===== src/rtl/class_switch_n.sv =====
// Class switch: steers each registered input word by its class field into one of NUM_CH FIFOs.
// Latency: 2 cycles from input sample to earliest data_out (input register, then FIFO write, then pop).
// Backpressure: pause is advisory (OR of almost_full); words to a full FIFO are dropped and flagged.
module class_switch_n #(
  parameter int DATA_W     = 10,
  parameter int CLASS_LSB  = 8,
  parameter int NUM_CH     = 4,
  parameter int FIFO_DEPTH = 8,
  parameter int AF_TH      = 6,
  parameter int AE_TH      = 2
) (
  input  logic                     clk,
  input  logic                     reset,
  input  logic [DATA_W-1:0]        data_in,
  input  logic                     valid_in,
  input  logic [NUM_CH-1:0]        ch_en,
  input  logic [NUM_CH-1:0]        read,
  output logic [NUM_CH*DATA_W-1:0] data_out,
  output logic [NUM_CH-1:0]        valid_out,
  output logic [NUM_CH-1:0]        fifo_empty,
  output logic [NUM_CH-1:0]        fifo_full,
  output logic [NUM_CH-1:0]        almost_full,
  output logic [NUM_CH-1:0]        almost_empty,
  output logic [NUM_CH-1:0]        fifo_error,
  output logic                     pause
);

  localparam int CLASS_W = $clog2(NUM_CH);
  localparam int PTR_W   = $clog2(FIFO_DEPTH);
  localparam int CNT_W   = PTR_W + 1;

  // Input register
  logic [DATA_W-1:0] in_dat_q, in_dat_d;
  logic              in_vld_q, in_vld_d;

  // Per-channel FIFO state
  logic [DATA_W-1:0] mem_q    [NUM_CH][FIFO_DEPTH];
  logic [DATA_W-1:0] mem_d    [NUM_CH][FIFO_DEPTH];
  logic [PTR_W-1:0]  wr_ptr_q [NUM_CH];
  logic [PTR_W-1:0]  wr_ptr_d [NUM_CH];
  logic [PTR_W-1:0]  rd_ptr_q [NUM_CH];
  logic [PTR_W-1:0]  rd_ptr_d [NUM_CH];
  logic [CNT_W-1:0]  cnt_q    [NUM_CH];
  logic [CNT_W-1:0]  cnt_d    [NUM_CH];
  logic [DATA_W-1:0] dout_q   [NUM_CH];
  logic [DATA_W-1:0] dout_d   [NUM_CH];
  logic [NUM_CH-1:0] vout_q, vout_d;
  logic [NUM_CH-1:0] err_q, err_d;

  // Decoded per-channel controls
  logic [CLASS_W-1:0] cls;
  logic [NUM_CH-1:0]  is_empty, is_full, is_af, is_ae;
  logic [NUM_CH-1:0]  wr_req, rd_acc, wr_acc;

  assign cls = in_dat_q[CLASS_LSB +: CLASS_W];

  // Status flags are pure decodes of the registered counts
  always_comb begin
    is_empty = '0;
    is_full  = '0;
    is_af    = '0;
    is_ae    = '0;
    for (int i = 0; i < NUM_CH; i++) begin
      is_empty[i] = (cnt_q[i] == '0);
      is_full[i]  = (cnt_q[i] == CNT_W'(FIFO_DEPTH));
      is_af[i]    = (cnt_q[i] >= CNT_W'(AF_TH));
      is_ae[i]    = (cnt_q[i] <= CNT_W'(AE_TH));
    end
  end

  // Next-state: routing, push/pop, count update and sticky error detection
  always_comb begin
    in_dat_d = data_in;
    in_vld_d = valid_in;
    mem_d    = mem_q;
    wr_ptr_d = wr_ptr_q;
    rd_ptr_d = rd_ptr_q;
    cnt_d    = cnt_q;
    dout_d   = dout_q;
    vout_d   = '0;
    err_d    = err_q;
    wr_req   = '0;
    rd_acc   = '0;
    wr_acc   = '0;
    for (int i = 0; i < NUM_CH; i++) begin
      // The enable mask is applied to the registered word, so a disabled class never touches its FIFO.
      wr_req[i] = in_vld_q && (cls == CLASS_W'(i)) && ch_en[i];
      rd_acc[i] = read[i] && !is_empty[i];
      // A full FIFO still takes the write when a pop frees the head slot on the same edge.
      wr_acc[i] = wr_req[i] && (!is_full[i] || rd_acc[i]);
      vout_d[i] = rd_acc[i];

      if (rd_acc[i]) begin
        dout_d[i]   = mem_q[i][rd_ptr_q[i]];
        rd_ptr_d[i] = rd_ptr_q[i] + PTR_W'(1);
      end
      if (wr_acc[i]) begin
        mem_d[i][wr_ptr_q[i]] = in_dat_q;
        wr_ptr_d[i]           = wr_ptr_q[i] + PTR_W'(1);
      end

      case ({wr_acc[i], rd_acc[i]})
        2'b10:   cnt_d[i] = cnt_q[i] + CNT_W'(1);
        2'b01:   cnt_d[i] = cnt_q[i] - CNT_W'(1);
        default: cnt_d[i] = cnt_q[i];
      endcase

      // Overflow (dropped write) or underflow (pop of an empty FIFO, no same-cycle bypass).
      if ((wr_req[i] && !wr_acc[i]) || (read[i] && is_empty[i])) begin
        err_d[i] = 1'b1;
      end
    end
  end

  // State registers with asynchronous active-low reset; queued words are discarded
  always_ff @(posedge clk or negedge reset) begin
    if (!reset) begin
      in_dat_q <= '0;
      in_vld_q <= 1'b0;
      mem_q    <= '{default: '0};
      wr_ptr_q <= '{default: '0};
      rd_ptr_q <= '{default: '0};
      cnt_q    <= '{default: '0};
      dout_q   <= '{default: '0};
      vout_q   <= '0;
      err_q    <= '0;
    end else begin
      in_dat_q <= in_dat_d;
      in_vld_q <= in_vld_d;
      mem_q    <= mem_d;
      wr_ptr_q <= wr_ptr_d;
      rd_ptr_q <= rd_ptr_d;
      cnt_q    <= cnt_d;
      dout_q   <= dout_d;
      vout_q   <= vout_d;
      err_q    <= err_d;
    end
  end

  // Flatten per-channel output registers onto the packed data_out bus
  always_comb begin
    data_out = '0;
    for (int i = 0; i < NUM_CH; i++) begin
      data_out[i*DATA_W +: DATA_W] = dout_q[i];
    end
  end

  assign valid_out    = vout_q;
  assign fifo_empty   = is_empty;
  assign fifo_full    = is_full;
  assign almost_full  = is_af;
  assign almost_empty = is_ae;
  assign fifo_error   = err_q;
  assign pause        = |is_af;

endmodule


===== config.mk =====
export PLATFORM = sky130hd
export DESIGN_NAME = class_switch_n
export DESIGN_NICKNAME = d
export VERILOG_FILES = /design/src/rtl/class_switch_n.sv
export SDC_FILE = /design/constraint.sdc
export NUM_CORES = 1
export LEC_CHECK = 0
export BUFFER_PORTS_ARGS = -buffer_cell sky130_fd_sc_hd__buf_2
export CORE_MARGIN = 5
export CORE_UTILIZATION = 56
export CTS_CLUSTER_DIAMETER = 120
export CTS_CLUSTER_SIZE = 24
export DETAILED_ROUTE_END_ITERATION = 12
export PLACE_DENSITY = 0.75
export SYNTH_ARGS = -nofsm -noshare
export SYNTH_HDL_FRONTEND = slang
export SYNTH_SLANG_ARGS = --single-unit

===== constraint.sdc =====
create_clock -name clk -period 2.32 [get_ports clk]
set_input_delay 0.116 -clock clk [delete_from_list [all_inputs] [get_ports clk]]
set_output_delay 0.116 -clock clk [all_outputs]
set_load 0.005 [all_outputs]

## Yosys cells after proc, flatten, opt, wreduce, memory -nomap -nowiden

Cells that the tools add are included.

| word-level totals | value |
|---|---|
| flip-flop bits (word level) | 419 |
| bits of input ports | 21 |
| logic and storage cells | 200 |

| cells by class | value |
|---|---|
| eq/ne operators | 15 |
| bitwise gates (word level) | 8 |
| add/sub/neg operators | 16 |
| muxes and demuxes | 28 |
| order comparisons | 20 |
| reduce and logical (&&, ||, !) cells | 58 |

Operators by type and width:

| cell | count |
|---|---|
| $bwmux 80 | 4 |
| $bmux 10 s3 | 4 |
| $demux 10 s3 | 4 |
| $mux 10 | 12 |
| $ge 4x4->1 const B | 8 |
| $not 3->4 | 8 |
| $pmux 4 s2 | 4 |
| $logic_and 1x1->1 | 28 |
| $add 3x1->3 const B | 8 |
| $add 4x1->4 const B | 4 |
| $eq 4x4->1 const B | 4 |
| $ge 4x3->1 const B | 4 |
| $le 4x2->1 const B | 4 |
| $logic_not 4->1 | 4 |
| $lt 4x1->1 const B | 4 |
| $sub 4x1->4 const B | 4 |
| $eq 2x2->1 const B | 6 |
| $logic_not 1->1 | 12 |
| $eq 2x1->1 const B | 5 |
| $logic_or 1x1->1 | 8 |
| $reduce_bool 2->1 | 4 |
| $reduce_or 4->1 | 1 |
| $logic_not 2->1 | 1 |

## Depth between registers and ports, before layout

Gate-level depths: netlist of run 1.

| depth | value |
|---|---|
| depth after elaboration | 8 |
| mapped depth | 13 |
| mapped depth without buffers | 12 |

## Worst setup path after synthesis of run 1

OpenSTA, ideal clock, no wires.

| path | value |
|---|---|
| path kind | register -> register |
| start | register cnt_q[13] (netlist bit) |
| end | register cnt_q[14] (netlist bit) |
| data required time | 2.195 ns |
| path slack | -0.036 ns |
| cell stages (with the launch flop) | 12 |
| arrival time | 2.231 ns |
| clock period less this slack | 2.356 ns |
| path through | dfrtp_1 buf_4 nor4_1 nand2b_1 inv_1 ha_1 xor2_1 ha_1 a21oi_1 xor2_1 nor2_1 xor2_1 |

| between the ends | value |
|---|---|
| cells in the longest elaborated chain, start to end | 7 |

Ends and longest elaborated chain:

| what | RTL line | RTL |
|---|---|---|
| from (decl) | 43 | `logic [CNT_W-1:0] cnt_q [NUM_CH];` |
| from (signal assigned) | 133 | `cnt_q <= cnt_d;` |
| $logic_not 4->1 (*) | 64 | `is_empty[i] = (cnt_q[i] == '0);` |
| named net fifo_empty[0] | 20 | `output logic [NUM_CH-1:0] fifo_empty,` |
| $logic_not 1->1 (*) | 88 | `rd_acc[i] = read[i] && !is_empty[i];` |
| $logic_and 1x1->1 (*) | 88 |  |
| named net rd_acc[0] | 53 | `logic [NUM_CH-1:0] wr_req, rd_acc, wr_acc;` |
| $logic_or 1x1->1 | 90 | `wr_acc[i] = wr_req[i] && (!is_full[i] \|\| rd_acc[i]);` |
| $logic_and 1x1->1 | 90 |  |
| $eq 2x1->1 or $eq 2x2->1 (tied branches) | 102 | `case ({wr_acc[i], rd_acc[i]})` |
| $pmux 4 s2 or $reduce_bool 2->1 (tied branches) | - |  |

The timed path passes the listed nets; every way through them passes the cells marked *.
A chain may end at the register's enable or synchronous reset.

## Final worst setup path of run 1

| path | value |
|---|---|
| start | register cnt_q[1] (netlist bit) |
| end | register cnt_q[2] (netlist bit) |

| between the ends | value |
|---|---|
| cells in the longest elaborated chain, start to end | 7 |

Ends and longest elaborated chain:

| what | RTL line |
|---|---|
| $logic_not 4->1 | 64 |
| $logic_not 1->1 | 88 |
| $logic_and 1x1->1 | 88 |
| $logic_or 1x1->1 | 90 |
| $logic_and 1x1->1 | 90 |
| $eq 2x1->1 or $eq 2x2->1 (tied branches) | 102 |
| $pmux 4 s2 or $reduce_bool 2->1 (tied branches) | - |

Parallel ways exist; a longest one is shown, timed or not.

==> results of run 1 <==
## power groups by stage
| stage | logic, mW | registers, mW | clock network [mW] |
|---|---|---|---|
| floorplan | 6.33 | 10.6 | 0 |
| global route | 9.37 | 11.6 | 4.32 |
| CTS | 8.45 | 11.3 | 4.02 |
| global placement | 8.19 | 11.3 | 0 |
| finish | 8.49 | 11.3 | 3.91 |
| detailed placement | 8.39 | 11.4 | 0 |
## how the worst max path moves through the flow
stage / start / to / slack, ns / cells past startpoint
3_3_place_gp: cnt_q[13]$_DFFE_PN0P_ / cnt_q[14]$_DFFE_PN0P_ / 0.07 / 13
2_1_floorplan: cnt_q[9]$_DFFE_PN0P_ / cnt_q[10]$_DFFE_PN0P_ / 0.01 / 11
5_1_grt: cnt_q[1]$_DFFE_PN0P_ / cnt_q[2]$_DFFE_PN0P_ / -0.11 / 11
6_report: cnt_q[1]$_DFFE_PN0P_ / cnt_q[2]$_DFFE_PN0P_ / 0.004 / 11
4_1_cts: cnt_q[13]$_DFFE_PN0P_ / cnt_q[14]$_DFFE_PN0P_ / 0.02 / 13
3_5_place_dp: cnt_q[0]$_DFFE_PN0P_ / cnt_q[2]$_DFFE_PN0P_ / -0.06 / 10
## routing by layer
metal	global-route usage [%]	routed length, um
met5	0	0
met4	3.483	514
met3	2.786	1459
met2	34.62	18310
met1	31.00	17980
## cell usage after synthesis (12+ instances only)
| library cell | n |
|---|---|
| dfrtp_1 | 419 |
| mux2_2 | 344 |
| mux2i_1 | 80 |
| nand2_1 | 68 |
| o21ai_0 | 46 |
| nand2b_1 | 44 |
| o22ai_1 | 42 |
| a221o_1 | 40 |
| clkbuf_1 | 35 |
| and2_1 | 27 |
| buf_2 | 25 |
| ha_1 | 20 |
| xnor2_1 | 18 |
| xor2_1 | 18 |
| inv_1 | 14 |
| nand3_2 | 14 |
| nor2b_1 | 14 |
| nor2_1 | 12 |
## registers in the layout, summed over array words and instances, names as in the netlist
register    flops
in_dat_q       10
mem_q         320
rd_ptr_q       12
data_out       40
cnt_q          16
in_vld_q        1
valid_out       4
wr_ptr_q       12
fifo_error      4
## cell families after synthesis
group | count (synthesis) | synth area share [%]
multiplexers | 424 | 25.00
flip-flops | 419 | 56.08
AND/OR/NAND/NOR | 223 | 7.341
AO/OA/AOI/OAI | 158 | 6.264
buffers and inverters | 97 | 2.289
XOR/XNOR | 36 | 1.686
adder cells (fa/ha/maj) | 20 | 1.338
## critical path, cell delays in order, from the launching register on
cell and delay, ns:
dfrtp_2 0.50, buf_6 0.15, nor4b_4 0.35, a21oi_4 0.09, inv_2 0.09, ha_4 0.15, xor2_1 0.18, ha_2 0.21
a21oi_2 0.05, xor2_1 0.17, nor2_1 0.14, xor2_1 0.17
## repair_timing
item,CTS,global route
setup buffers,0,9
gates resized for setup,5,12
hold endpoints to repair,90,0
setup endpoints to repair,3,4
pin swaps,0,6
hold buffers,16,0
## metrics by stage
step | util [%] | hold WS (ns)
2_1_floorplan | - | -0.1796
3_3_place_gp | 59.91 | 0.2056
3_5_place_dp | 59.91 | 0.2072
4_1_cts | 62.10 | 0.1879
5_1_grt | 62.46 | 0.2020
6_report | 62.46 | 0.2085
## final cells by class
class,count,area (um2)
Clock inverter,1,16.27
Multi-Input combinational cell,861,7869
Tap cell,448,560.5
Inverter,16,60.06
Fill cell,2551,12490
Clock buffer,25,540.5
Timing Repair Buffer,171,1250
Sequential cell,419,10490
==> results.md, run 1 <==
* Non-Filler Instances at 1941
* Register area share after synthesis at 56.08%
* Area after DPL at 0.01994 mm2
* Routed vias/inst at 5.702
* Routed wire per std cell at 19.72 um
* Initial antenna violation count at 0
* Row cnt at 67
* Post-layout instance area at 0.02079 mm2
* Diodes inserted at 0
* CTS Buf Count at 21
* Vias at 11.07k
* Final worst slack at 0.003856 ns
* Internal reg-to-reg setup slack at 0.004 ns
* Post-synth top area share at 56.08%
* Setup TNS at 0 ns
* Worst endpoint data arrival time at 2.77 ns
* Synth warn at 0
* Rel. slew slack at 16.39%
* Ys async rst share at 100.0%
* Final setup violating endpoints at 0
* Port bufs at 85
* Post-synth EDFFs at 0
* Critical path class: flop to flop
* Synth area leaders: dfrtp_1, mux2_2, mux2i_1, a221o_1, nand2b_1
* Startpoint class of the critical path: flop
* Fin crit share at 99.83%
* Worst Path Max Fanout at 8
* Die Y at 192.7 um
* Most frequent cells in the layout: dfrtp_1, mux2_2, buf_2
* Max frequency at 431.8 MHz
* Worst r2r path cells at 11
* Hold Crit Start: ch_en[3]
* Clock Sinks at 419
* Synthesized area at 0.01870 mm2
* WHS Path Cells at 5
* Pwr dens at 1139 mW/mm2
* RSZ-0062 raised after global routing: true
* Die area at 0.03714 mm2
* RePlAce Congestion at 0.7919
* Peak supply drop at 0.7656 mV
* DRC viols at 0
* Clk pwr share at 16.5%
* Ports at 86
* Largest net degree at the start of global routing at 88
* Share of power burned in registers at 47.6%
* Synth unique cells at 50
* Final net count at 1531
* Final hold violation count at 0
* Ys flop type: dfrtp_1
* Flops & latches, synth at 419
* Clock Skew at 0.01951 ns
* Status: completed
* Leakage power at 10.19 nW
* Placed insts at 1890
* WP data required at 2.77 ns
* First-pass GRT wire length at 63.05 mm
* Switching Power at 7.982 mW
* Switching portion of total power at 33.71%
* Clock root buffer: clkbuf_16
* Slew Limit Fails at 0
* RR Endpoint: cnt_q[2]$_DFFE_PN0P_
* DPL Wire Length at 25.05 mm
* Reg clk slew, reported paths at 0.09 ns
* Total track usage at 21.14%
* H-Tree Depth at 1
* P_int at 15.70 mW
* WHS Endpoint: fifo_error[3]$_DFFE_PN0P_
* Post-route ant nets at 0
* Max Cap Viol at 0
* DRT Pass-1 Iters at 4
* Synth-to-layout area growth at 11.19%
* Setup WS pre-CTS at -0.05616 ns
* Max Root-Sink Buffers at 3
* CORE AREA at 0.03328 mm2
* Post-Syn Nets at 1418
* Syn_area_per_cell at 13.58 um2
* Initial Util at 56.18%
* Skew-Pair Late Insertion Delay at 0.53 ns
* Share of layout cells above drive strength 1 at 39.32%
* Worst-margin pin slew at 1.254 ns
* Vias in the first global route at 11.61k
* Kind of end point of the critical path: flop
* Die Width at 192.7 um
* Worst R2R Start: cnt_q[1]$_DFFE_PN0P_
* First DRT Iteration DRCs at 509
* Synthesized instance count at 1377
* GRT overflow at 0
* Leading cell type in the layout, fill and taps excluded: dfrtp_1
* Min Tclk post-route at 2.316 ns
* Combinational Power Share at 35.9%
* WL final at 38.27 mm
* CTS tree: yes
* Design Power at 23.68 mW
* Cell taking the most area after synthesis: dfrtp_1
* Hold Path Class: primary input to flop
Note: power is estimated with default switching activity, not from simulation.
==> run 2: changes to the inputs <==
==> config.mk (replaced) <==
export PLATFORM = sky130hd
export DESIGN_NAME = class_switch_n
export DESIGN_NICKNAME = d
export VERILOG_FILES = /design/src/rtl/class_switch_n.sv
export SDC_FILE = /design/constraint.sdc
export NUM_CORES = 1
export LEC_CHECK = 0
export BUFFER_PORTS_ARGS = -buffer_cell sky130_fd_sc_hd__buf_4
export CORE_MARGIN = 5
export CORE_UTILIZATION = 56
export CTS_CLUSTER_DIAMETER = 120
export CTS_CLUSTER_SIZE = 24
export DETAILED_ROUTE_END_ITERATION = 12
export PLACE_DENSITY = 0.8
export SYNTH_ARGS = -nofsm -noshare
export SYNTH_HDL_FRONTEND = slang
export SYNTH_SLANG_ARGS = --single-unit
==> results.md, run 2 (synthesis gave the netlist of run 1 again) <==
* Peak supply drop at 0.6470 mV (-15%)
* Buf/Inv on CP at 2 (unchanged)
* DRC viols at 0 (unchanged)
* Skew-Pair Late Insertion Delay at 0.53 ns (about the same)
* Clock Skew at 0.02003 ns (+0.0005177 ns)
* Vias at 11.04k (-0.26%)
* Slew Limit Fails at 0 (unchanged)
* Final worst slack at 0.01167 ns (+0.007816 ns)
* CORE AREA at 0.03328 mm2 (unchanged)
* Total track usage at 21.08% (-0.060 points)
* Share of layout cells above drive strength 1 at 39.14% (-0.18 points)
* CTS Buf Count at 21 (unchanged)
* Design Power at 23.96 mW (+1.2%)
* Die Width at 192.7 um (unchanged)
* Die Y at 192.7 um (unchanged)
* Vias in the first global route at 11.68k (+0.54%)
* Switching Power at 8.076 mW (+1.2%)
* Max Root-Sink Buffers at 3 (unchanged)
* Worst-margin pin slew at 1.243 ns (-0.01062 ns)
* Post-route ant nets at 0 (unchanged)
* Port bufs at 85 (unchanged)
* First DRT Iteration DRCs at 631 (+24%)
* Hold Path Class: primary input to async pin
* Clock root buffer: clkbuf_16
* Pwr dens at 1145 mW/mm2 (+0.51%)
* Worst Path Max Fanout at 6 (-2)
* Routed wire per std cell at 19.83 um (+0.55%)
* Critical path class: flop to output pin
* Leading cell type in the layout, fill and taps excluded: dfrtp_1
* Max reg flops at 320 (unchanged)
* Worst path most repeated cell: buf_4
* Setup WS pre-CTS at -0.01494 ns (+0.04122 ns)
* CP top delay family: simple AND/OR/NAND/NOR gates
* Fin crit share at 99.50% (-0.34 points)
* Kind of end point of the critical path: output pin
* WP data required at 2.20 ns (-0.57 ns)
* Most flop-heavy register: mem_q
* Synth-to-layout area growth at 11.92%
* Status: completed
* Leakage power at 10.19 nW (about the same)
* Clk pwr share at 16.2% (-0.3 points)
* Diodes inserted at 0 (unchanged)
* Die area at 0.03714 mm2 (unchanged)
* Ports at 86 (unchanged)
* Min Tclk post-route at 2.308 ns (-0.007816 ns)
* H-Tree Depth at 1 (unchanged)
* Initial antenna violation count at 0 (unchanged)
* Max incr delay on CP at 0.59 ns (+0.09 ns)
* Final Core Density at 62.87% (+0.41 points)
* Max frequency at 433.2 MHz (+0.34%)
* Max Cap Viol at 0 (unchanged)
* DRT Pass-1 Iters at 5 (+1)
* Final setup violating endpoints at 0 (unchanged)
* Share of power burned in registers at 47.3% (-0.3 points)
* Largest net degree at the start of global routing at 76 (-14%)
* CTS tree: yes
* First-pass GRT wire length at 63.38 mm (+0.52%)
* Startpoint class of the critical path: flop
* Switching portion of total power at 33.71% (about the same)
* DPL Wire Length at 25.26 mm (+0.83%)
* RePlAce Congestion at 0.7774 (-1.8%)
* Critical Path, Cell by Cell: buf_4, nand2_1, nand2b_2, or4_1, buf_4
* GRT overflow at 0 (unchanged)
* Reg clk slew, reported paths at 0.10 ns (about the same)
* Slowest cell on the critical path: or4_1
* Rel. slew slack at 17.10% (+0.71 points)
* Initial Util at 56.18% (unchanged)
* Worst endpoint data arrival time at 2.19 ns (-0.58 ns)
* Most frequent cells in the layout: dfrtp_1, mux2_2, buf_4
* WL final at 38.26 mm (about the same)
* Final hold violation count at 0 (unchanged)
* Final net count at 1520 (-0.72%)
* Clock Sinks at 419 (unchanged)
* Row cnt at 67 (unchanged)
* Combinational Power Share at 36.5% (+0.6 points)
* Routed vias/inst at 5.720 (+0.31%)
* P_int at 15.88 mW (+1.2%)
[run 2: cell count changes in the layout (fill, tap and decap cells not counted), sizes merged]
cell | before | now
buf | 155 | 144
[run 2: path summary, 6_finish.rpt]
| kind | from | end | slack [ns] | cells after the start |
|---|---|---|---|---|
| min in group clk | ch_en[3] | fifo_error[3]$_DFFE_PN0P_ | 0.21 | 5 |
| min reg2reg | mem_q[9]$_DFFE_PN0P_ | mem_q[9]$_DFFE_PN0P_ | 0.47 | 1 |
| min | reset | data_out[33]$_DFFE_PN0P_ | 0.16 | 2 |
| max | cnt_q[10]$_DFFE_PN0P_ | pause | 0.01 | 5 |
| max in group asynchronous | reset | rd_ptr_q[6]$_DFFE_PN0P_ | 1.31 | 3 |
| max reg2reg | cnt_q[3]$_DFFE_PN0P_ | cnt_q[2]$_DFFE_PN0P_ | 0.07 | 10 |
[run 2: metrics by stage]
stage / instance area (um2) / instances / hold slack [ns] / TNS [ns]
after floorplan: 18720 / 1377 / -0.1796 / 0
final: 20930 / 1930 / 0.1560 / 0
after global routing: 20930 / 1930 / 0.1865 / -0.08817
after global placement: 20060 / 1880 / 0.1376 / 0
after CTS: 20790 / 1922 / 0.1598 / 0
after detailed placement: 20060 / 1880 / 0.1351 / -0.01494
[run 2: timing repair]
item	in CTS	in global routing
pin swaps	0	5
endpoints found under the hold margin	81	0
resized for setup	3	20
buffers inserted	0	8
hold buffers	16	0
setup endpoints to repair	3	5
[run 2: cell type report]
cell class / instances / area, um2
inverter: 16 / 60.06
timing repair buffer: 160 / 1365
tap: 448 / 560.5
sequential: 419 / 10500
multi-input combinational: 861 / 7886
clock buffer: 25 / 540.5
fill: 2488 / 12360
clock inverter: 1 / 16.27
[run 2: power by group through the flow]
stage	logic [mW]	clock network [mW]	registers [mW]
floorplan	6.33	0	10.6
global placement	8.35	0	11.2
detailed placement	8.60	0	11.4
CTS	8.67	4.01	11.3
global route	9.59	4.29	11.7
finish	8.73	3.88	11.3
[run 2: routing by layer]
metal	share of wire [%]	vias to the layer above	track usage, %
met2	48	162	34.68
met1	47	5719	31.05
li1	-	5117	-
met4	1.4	0	3.593
met5	0	-	0
met3	3.2	41	2.279
==> run 3: changes to the inputs <==
--- a/config.mk
+++ b/config.mk
@@ -7,11 +7,12 @@
 export LEC_CHECK = 0
 export BUFFER_PORTS_ARGS = -buffer_cell sky130_fd_sc_hd__buf_4
 export CORE_MARGIN = 5
-export CORE_UTILIZATION = 56
+export CORE_UTILIZATION = 60
 export CTS_CLUSTER_DIAMETER = 120
 export CTS_CLUSTER_SIZE = 24
 export DETAILED_ROUTE_END_ITERATION = 12
-export PLACE_DENSITY = 0.8
+export PLACE_DENSITY = 0.81
+export RECOVER_POWER = 50
 export SYNTH_ARGS = -nofsm -noshare
 export SYNTH_HDL_FRONTEND = slang
 export SYNTH_SLANG_ARGS = --single-unit
==> constraint.sdc (replaced) <==
create_clock -name clk -period 2.43 [get_ports clk]
set_input_delay 0.1215 -clock clk [delete_from_list [all_inputs] [get_ports clk]]
set_output_delay 0.1215 -clock clk [all_outputs]
set_load 0.005 [all_outputs]
==> results.md, run 3 (synthesis gave the netlist of run 1 again) <==
* Status: finished, violations left
* Violated checks: max-capacitance violations, max-slew violations
* Max Cap Viol at 1 (+1)
* Worst path most repeated cell: xor2_1
* CTS tree: yes
* Leading cell type in the layout, fill and taps excluded: dfrtp_1
* Critical Path, Cell by Cell: nor4_1, nand2b_1, inv_1, ha_2, xor2_1, ha_1, a21oi_1, xor2_1, nor2_1, xor2_1
* GRT overflow at 0 (unchanged)
* Final hold violation count at 0 (unchanged)
* Ports at 86 (unchanged)
* Worst Path Max Fanout at 5 (-1)
* Share of layout cells above drive strength 1 at 37.53% (-1.6 points)
* Worst R2R Start: cnt_q[12]$_DFFE_PN0P_
* Fin crit share at 93.45%
* Initial antenna violation count at 0 (unchanged)
* Port bufs at 85 (unchanged)
* Buf/Inv on CP at 1 (-1)
* Reg area at 0.01049 mm2 (about the same)
* First DRT Iteration DRCs at 659 (+4.4%)
* Total track usage at 21.78% (+0.71 points)
* Slowest cell on the critical path: nor4_1
* RR Endpoint: cnt_q[14]$_DFFE_PN0P_
* Vias in the first global route at 11.48k (-1.7%)
* Max incr delay on CP at 0.42 ns (-0.17 ns)
* WHS Endpoint: wr_ptr_q[0]$_DFFE_PN0P_
* Largest net degree at the start of global routing at 76 (unchanged)
* CP top delay family: simple AND/OR/NAND/NOR gates
* Synth-to-layout area growth at 10.35%
* Clock Skew at 0.02449 ns (+0.004464 ns)
* Die Y at 186.5 um (-3.2%)
* Max frequency at 440.4 MHz
* Max Root-Sink Buffers at 3 (unchanged)
* Final net count at 1510 (-0.66%)
* Post-route ant nets at 0 (unchanged)
* Area after DPL at 0.01994 mm2 (-0.59%)
* Peak supply drop at 0.7032 mV (+8.7%)
* Startpoint class of the critical path: flop
* Min Tclk post-route at 2.271 ns
* Clock root buffer: clkbuf_16
* Die Width at 186.5 um (-3.2%)
* Most flop-heavy register: mem_q
* Routed vias/inst at 5.928 (+3.6%)
* Multi-input logic area at 0.007801 mm2 (-1.1%)
* Number of fill cells in the layout at 2207 (-11%)
* Reg clk slew, reported paths at 0.10 ns (about the same)
* H-Tree Depth at 1 (unchanged)
* Post-layout instance area at 0.02063 mm2 (-1.4%)
* Routed wire per std cell at 20.38 um (+2.8%)
* RePlAce Congestion at 0.7822 (+0.62%)
* Hold Crit Start: ch_en[3]
* Worst r2r path cells at 10 (unchanged)
* Skew-Pair Late Insertion Delay at 0.53 ns (about the same)
* Final setup violating endpoints at 0 (unchanged)
* WP data required at 2.86 ns (+0.66 ns)
* Setup TNS at 0 ns (unchanged)
* Most frequent cells in the layout: dfrtp_1, mux2_2, buf_4
* Max reg flops at 320 (unchanged)
* First-pass GRT wire length at 63.14 mm (-0.39%)
* Critical path class: flop to flop
* Worst-margin pin slew at 1.687 ns (+0.4432 ns)
* Kind of end point of the critical path: flop
* Row cnt at 64 (-4.5%)
* Clock Sinks at 419 (unchanged)
* Internal reg-to-reg setup slack at 0.16 ns (+0.09 ns)
* Leakage power at 10.10 nW (-0.92%)
* DRT Pass-1 Iters at 5 (unchanged)
* CORE AREA at 0.03067 mm2 (-7.8%)
* Slew Limit Fails at 63 (+63)
* DPL Wire Length at 24.58 mm (-2.7%)
* Vias at 11.07k (+0.32%)
* Hold Path Class: primary input to flop
* DRC viols at 0 (unchanged)
* WL final at 38.07 mm (-0.50%)
* Rel. slew slack at -12.44% (-30 points)
* Worst endpoint data arrival time at 2.70 ns (+0.51 ns)
* Setup bufs post-CTS at 0 (unchanged)
* Die area at 0.03479 mm2 (-6.3%)
* Initial Util at 60.96% (+4.8 points)
* WHS Path Cells at 4
* Pwr dens at 1097 mW/mm2 (-4.2%)
* CTS Buf Count at 21 (unchanged)
* RSZ-0062 raised after global routing: false
## run 3: power by group
part           switching, mW  leakage (nW)  total (mW)  internal, mW
clock                   2.15         0.269        3.73          1.58
combinational           3.82          4.35        8.17          4.35
sequential              1.64          5.47        10.7          9.10
## run 3: worst max-delay path by stage
stage	from	to	slack (ns)	depth (start not counted)
5_1_grt	cnt_q[1]$_DFFE_PN0P_	cnt_q[2]$_DFFE_PN0P_	0.004	10
4_1_cts	cnt_q[0]$_DFFE_PN0P_	cnt_q[2]$_DFFE_PN0P_	0.04	10
2_1_floorplan	cnt_q[13]$_DFFE_PN0P_	cnt_q[14]$_DFFE_PN0P_	0.07	11
6_report	cnt_q[12]$_DFFE_PN0P_	cnt_q[14]$_DFFE_PN0P_	0.16	10
3_5_place_dp	cnt_q[0]$_DFFE_PN0P_	cnt_q[2]$_DFFE_PN0P_	0.07	10
3_3_place_gp	cnt_q[0]$_DFFE_PN0P_	cnt_q[2]$_DFFE_PN0P_	0.15	10
## run 3: routing by layer
layer	track usage, %	share of wire (%)	vias up
li1	-	-	5091
met1	32.48	47	5748
met2	35.07	48	194
met3	2.971	3.6	41
met4	4.092	1.6	0
met5	0	0	-
## run 3: cell type report
type                            count  share of cell area (%)
Tap cell                          396                   2.402
Clock buffer                       24                   2.602
Sequential cell                   419                   50.86
Timing Repair Buffer              150                   5.943
Antenna cell                        1                 0.01213
Clock inverter                      1                 0.07884
Multi-Input combinational cell    861                   37.81
Inverter                           16                  0.2911
## run 3: repair_timing
| item | 4_1_cts | 5_1_grt |
|---|---|---|
| hold endpoints to repair | 134 | 0 |
| gates resized for setup | 0 | 6 |
| hold buffers | 16 | 0 |
| setup endpoints to repair | 0 | 3 |
## run 3: through the flow
| stage | std cells | utilization (%) | power [mW] | hold slack [ns] | setup slack (ns) |
|---|---|---|---|---|---|
| 2_1_floorplan | 1377 | - | 16.13 | -0.1741 | 0.07362 |
| 3_3_place_gp | 1826 | 65.03 | 18.67 | 0.1193 | 0.1539 |
| 3_5_place_dp | 1826 | 65.03 | 19.01 | 0.1146 | 0.06751 |
| 4_1_cts | 1867 | 67.35 | 22.76 | 0.1422 | 0.04027 |
| 5_1_grt | 1867 | 67.26 | 24.00 | 0.1849 | 0.003566 |
| 6_report | 1868 | 67.27 | 22.63 | 0.1804 | 0.1592 |
## run 3: worst min-delay path, cell delays in order
cell	delay [ns]
buf_4	0.12
nand4_1	0.19
a21oi_4	0.10
xor2_1	0.14
